==> src/rtl/fb_cpu_ext.sv <==
// Accumulator CPU with a five-state fetch/decode/execute controller driving a
// synchronous-read RAM.
//   state    | meaning
//   S_FETCH  | present PC on MAR
//   S_DECODE | latch IR from RAM, PC += 1
//   S_EXEC   | jumps, LOADI, STORE, HALT; memory-operand ops present X on MAR
//   S_MEM    | combine RAM data into ACC/carry
//   S_HALT   | absorbing until rst
module fb_cpu_ext #(
  parameter int ADDRESS_WIDTH = 6,
  parameter int DATA_WIDTH    = 10
) (
  input  logic                     clk,
  input  logic                     rst,
  input  logic [DATA_WIDTH-1:0]    MDROut,
  output logic [ADDRESS_WIDTH-1:0] MAR,
  output logic                     RAMWr,
  output logic [DATA_WIDTH-1:0]    MDRIn,
  output logic [ADDRESS_WIDTH-1:0] PC,
  output logic [DATA_WIDTH-1:0]    ACC,
  output logic                     carry,
  output logic                     zero,
  output logic                     halted
);

  localparam int AW = ADDRESS_WIDTH;
  localparam int DW = DATA_WIDTH;

  typedef enum logic [2:0] {S_FETCH, S_DECODE, S_EXEC, S_MEM, S_HALT} state_t;

  localparam logic [3:0] OP_LOAD  = 4'h0;
  localparam logic [3:0] OP_STORE = 4'h1;
  localparam logic [3:0] OP_ADD   = 4'h2;
  localparam logic [3:0] OP_SUB   = 4'h3;
  localparam logic [3:0] OP_MUL   = 4'h4;
  localparam logic [3:0] OP_AND   = 4'h5;
  localparam logic [3:0] OP_JMP   = 4'h6;
  localparam logic [3:0] OP_JZ    = 4'h7;
  localparam logic [3:0] OP_LOADI = 4'h8;
  localparam logic [3:0] OP_HALT  = 4'h9;
  localparam logic [3:0] OP_OR    = 4'hA;
  localparam logic [3:0] OP_XOR   = 4'hB;
  localparam logic [3:0] OP_JNZ   = 4'hC;
  localparam logic [3:0] OP_JC    = 4'hD;

  state_t          state_q, state_d;
  logic [AW-1:0]   pc_q, pc_d;
  logic [DW-1:0]   ir_q, ir_d;
  logic [DW-1:0]   acc_q, acc_d;
  logic            carry_q, carry_d;

  logic [3:0]      opcode;
  logic [AW-1:0]   x;
  logic [DW:0]     sum;
  logic [DW:0]     diff;
  logic [2*DW-1:0] prod;

  assign opcode = ir_q[DW-1:DW-4];
  assign x      = ir_q[AW-1:0];
  assign sum    = {1'b0, acc_q} + {1'b0, MDROut};
  assign diff   = {1'b0, acc_q} - {1'b0, MDROut};
  assign prod   = {{DW{1'b0}}, acc_q} * {{DW{1'b0}}, MDROut};

  always_ff @(posedge clk or posedge rst) begin
    if (rst) begin
      state_q <= S_FETCH;
      pc_q    <= '0;
      ir_q    <= '0;
      acc_q   <= '0;
      carry_q <= 1'b0;
    end else begin
      state_q <= state_d;
      pc_q    <= pc_d;
      ir_q    <= ir_d;
      acc_q   <= acc_d;
      carry_q <= carry_d;
    end
  end

  always_comb begin
    state_d = state_q;
    pc_d    = pc_q;
    ir_d    = ir_q;
    acc_d   = acc_q;
    carry_d = carry_q;
    MAR     = '0;
    RAMWr   = 1'b0;
    MDRIn   = '0;
    case (state_q)
      S_FETCH: begin
        MAR     = pc_q;
        state_d = S_DECODE;
      end
      S_DECODE: begin
        ir_d    = MDROut;
        pc_d    = pc_q + AW'(1);
        state_d = S_EXEC;
      end
      S_EXEC: begin
        state_d = S_FETCH;
        case (opcode)
          OP_LOAD, OP_ADD, OP_SUB, OP_MUL, OP_AND, OP_OR, OP_XOR: begin
            MAR     = x;
            state_d = S_MEM;
          end
          OP_STORE: begin
            MAR   = x;
            MDRIn = acc_q;
            RAMWr = 1'b1;
          end
          OP_JMP:   pc_d = x;
          OP_JZ:    if (acc_q == '0) pc_d = x;
          OP_JNZ:   if (acc_q != '0) pc_d = x;
          OP_JC:    if (carry_q) pc_d = x;
          OP_LOADI: acc_d = {{(DW-AW){1'b0}}, x};
          OP_HALT:  state_d = S_HALT;
          default:  ;
        endcase
      end
      S_MEM: begin
        state_d = S_FETCH;
        case (opcode)
          OP_LOAD: acc_d = MDROut;
          OP_ADD: begin
            acc_d   = sum[DW-1:0];
            carry_d = sum[DW];
          end
          OP_SUB: begin
            acc_d   = diff[DW-1:0];
            carry_d = diff[DW];
          end
          OP_MUL: begin
            acc_d   = prod[DW-1:0];
            carry_d = |prod[2*DW-1:DW];
          end
          OP_AND: begin
            acc_d   = acc_q & MDROut;
            carry_d = 1'b0;
          end
          OP_OR: begin
            acc_d   = acc_q | MDROut;
            carry_d = 1'b0;
          end
          OP_XOR: begin
            acc_d   = acc_q ^ MDROut;
            carry_d = 1'b0;
          end
          default: ;
        endcase
      end
      S_HALT:  state_d = S_HALT;
      default: state_d = S_FETCH;
    endcase
    // Bus is quiet for the whole reset pulse, so a STORE caught mid-cycle never writes.
    if (rst) begin
      MAR   = '0;
      RAMWr = 1'b0;
      MDRIn = '0;
    end
  end

  assign PC     = pc_q;
  assign ACC    = acc_q;
  assign carry  = carry_q;
  assign zero   = (acc_q == '0);
  assign halted = (state_q == S_HALT);

endmodule

==> config.mk <==
export PLATFORM = sky130hd
export DESIGN_NAME = fb_cpu_ext
export DESIGN_NICKNAME = d
export VERILOG_FILES = /design/src/rtl/fb_cpu_ext.sv
export SDC_FILE = /design/constraint.sdc
export NUM_CORES = 1
export LEC_CHECK = 0
export ABC_AREA = 1
export CAP_MARGIN = 20
export CELL_PAD_IN_SITES_DETAIL_PLACEMENT = 1
export CELL_PAD_IN_SITES_GLOBAL_PLACEMENT = 1
export CORE_MARGIN = 2
export CORE_UTILIZATION = 44
export CTS_CLUSTER_SIZE = 25
export DETAILED_ROUTE_END_ITERATION = 7
export DONT_BUFFER_PORTS = 1
export HOLD_SLACK_MARGIN = 0.03
export PLACE_DENSITY = 0.83
export REMOVE_ABC_BUFFERS = 1
export SYNTH_ARGS = -nofsm -noshare
export SYNTH_HDL_FRONTEND = slang
export SYNTH_SLANG_ARGS = --single-unit
export TNS_END_PERCENT = 1
==> constraint.sdc <==
create_clock -name clk -period 4.6 [get_ports clk]
set_input_delay 1.15 -clock clk [delete_from_list [all_inputs] [get_ports clk]]
set_output_delay 1.15 -clock clk [all_outputs]
set_load 0.01 [all_outputs]
==> reports/metrics.yaml <==
run_status:
  status: "finished, violations left"
  violations: "negative setup slack"
placement:
  finalWeightedCongestion: 0.978
  dpl_cell_area_um2: 7510
  port_buffers: 0
  place_hpwl_mm: 19.7
layout:
  antenna-diode-count: 0
  final_core_util_pct: 52.0
  syn_to_final_growth_pct: 15.1
  nFillCells: 1996
  final_common_cell: "nand2_1"
  final_cell_mix: "nand2_1 (289), inv_1 (194), ha_1 (72)"
  layout-drive-gt1-share_pct: 15.1
  final_area_um2: 7930
  nNetsFinal: 1225
global_routing:
  antenna_found_initial: 0
  grt.total_usage_pct: 30.7
  overflow: 0
  grt_util_met2_pct: 54.0
  grt_first_pass_wirelength_mm: 39.6
  grt_use_met1_pct: 38.2
  grt_pass1_vias: 7409
  busiest_layer: "met2"
  met3_usage_pct: 4.46
  grt_max_degree: 31
yosys:
  yosysSeqAreaShare_pct: 10.9
  syn-cell-area_um2: 6890
  synth_cell_types: 53
  ys_ff_latch: 30
  yosysWarnings: 0
  synth_edf_count: 0
  synthCells: 1023
  synth-main-ff-cell: "dfrtp_1"
  yosys.area.top_type: "fa_1"
  async_flop_share_pct: 100
  synth_top_area_share_pct: 18.6
  synthTopCellsByArea: "fa_1 (19%), nand2_1 (16%), ha_1 (16%)"
  syn_avg_cell_area_um2: 6.73
clock_tree:
  tritoncts: "yes"
  h-tree-depth: 2
  cts_root_buf: "clkbuf_16"
  cts.sinks: 30
  numCtsBuffers: 5
  ctsHoldBuffers: 0
  clock_path_buffers: 2
  clk_latency_ns: 0.28
  path_clk_slew_ns: 0.06
  cts_setup_buffers: 0
worst_setup_path:
  start_kind: "input port"
  crit_buf_inv: 6
  slowest_stage: "fa_1"
  r2r_cells: 22
  worst-path-stages: 25
  cp.arrival_ns: 5.26
  max_stage_delay_ns: 0.50
  required_ns: 4.77
  criticalPathCategory: "input port to register"
  critPathTopFamily: "adder cells"
  cp_max_fo: 11
  worst_path_most_repeated_cell: "nand2_1"
  cp-end-kind: "register"
die:
  fp.dieH_um: 129
  core_um2: 15300
  rows: 45
  pin_count: 48
  dieArea_um2: 16700
  start_util_pct: 45.1
  die_w_um: 129
detailed_routing:
  routed_wl_mm: 24.9
  antenna_left: 0
  dr_total_vias: 7007
  wl_per_cell_um: 19.6
  drc_errors: 0
  drtIter0Drc: 426
  avgViaCountPerCell: 5.50
  dr.pass1.iters: 5
timing:
  finalSetupTns_ns: -1.59
  hold_violations: 0
  final.setup.worst_slack_ns: -0.490
  rsz0062_at_grt: "yes"
  slew-limit-headroom_pct: 49.2
  fin_crit_sh_pct: 111
  final.setup_skew_ns: 0.00795
  final_max_slew_viol_count: 0
  setup_viol: 5
  period_minus_slack_ns: 5.09
  max_freq_ghz: 0.196
  whs_ns: 0.472
  max_slew.worst_pin.slew_ns: 0.760
worst_hold_path:
  whs_path_depth: 1
  hold_class: "register to register"
flow_run:
  max_cap_viol_count: 0
-- sequential cells by signal, summed over array words and instances, names as in the netlist --
register,flops
PC,6
state_q,3
ir_q,10
ACC,10
carry,1
-- cell families after synthesis --
family	synth area share, %
AO/OA/AOI/OAI	10.7
XOR/XNOR	0.509
adder cells (fa/ha/maj)	34.2
buffers and inverters	13.7
flip-flops	10.9
AND/OR/NAND/NOR	30.0
-- layer usage --
| layer | part of all wire, % | vias up |
|---|---|---|
| li1 | - | 3263 |
| met1 | 42 | 3486 |
| met2 | 50 | 205 |
| met3 | 4.7 | 53 |
| met4 | 3.4 | 0 |
| met5 | 0 | - |
-- synthesized netlist by cell type (2+ instances only) --
cell type and number:
a32oi_1 6, dfrtp_1 30, nor3_1 11, fa_1 64, nand2_1 300, inv_1 201
buf_4 2, o221ai_1 2, o211ai_1 2, nand3b_1 5, o21ai_0 34, nand2_2 2
ha_1 86, o22ai_1 8, buf_2 12, nor2_1 64, nor2_4 4, nor4_1 2
o21ai_2 2, a21oi_1 40, nand3_1 57, clkbuf_1 16, o211ai_2 2, nand4_1 9
inv_2 8, xor2_1 3, o21ai_1 10, or2_2 8, a211oi_1 3, a22oi_1 3
o2111ai_1 2, nand2_4 4
-- what timing repair did --
item	CTS	global route
endpoints found under the setup margin	5	5
endpoints found under the hold margin	0	0
resized for setup	43	13
pin swaps	19	8
-- final timing paths --
path | endpoint | slack, ns | from
min in group asynchronous | ir_q[5] | 0.90 | rst
min reg2reg | state_q[0] | 0.47 | state_q[1]
max | carry | -0.49 | MDROut[5]
max in group asynchronous | ACC[8] | 3.39 | rst
min | state_q[0] | 0.47 | state_q[1]
max reg2reg | carry | -0.33 | ACC[5]
-- stage by stage --
step,setup slack [ns],cells
CTS,-0.422,1274
detailed placement,-1.04,1267
global route,-0.683,1274
finish,-0.490,1274
floorplan,-0.662,992
global placement,-0.882,1267
-- layout make-up --
class                           count  area (µm²)  area share (%)
Timing Repair Buffer               64         497            6.26
Clock inverter                      1        30.0           0.379
Multi-Input combinational cell    750        5450            68.7
Tap cell                          211         264            3.33
Clock buffer                        6         139            1.75
Sequential cell                    30         751            9.46
Inverter                          212         803            10.1
Power is not shown: default switching activity piles up to over one toggle a cycle in this logic, so the estimate is an artifact.
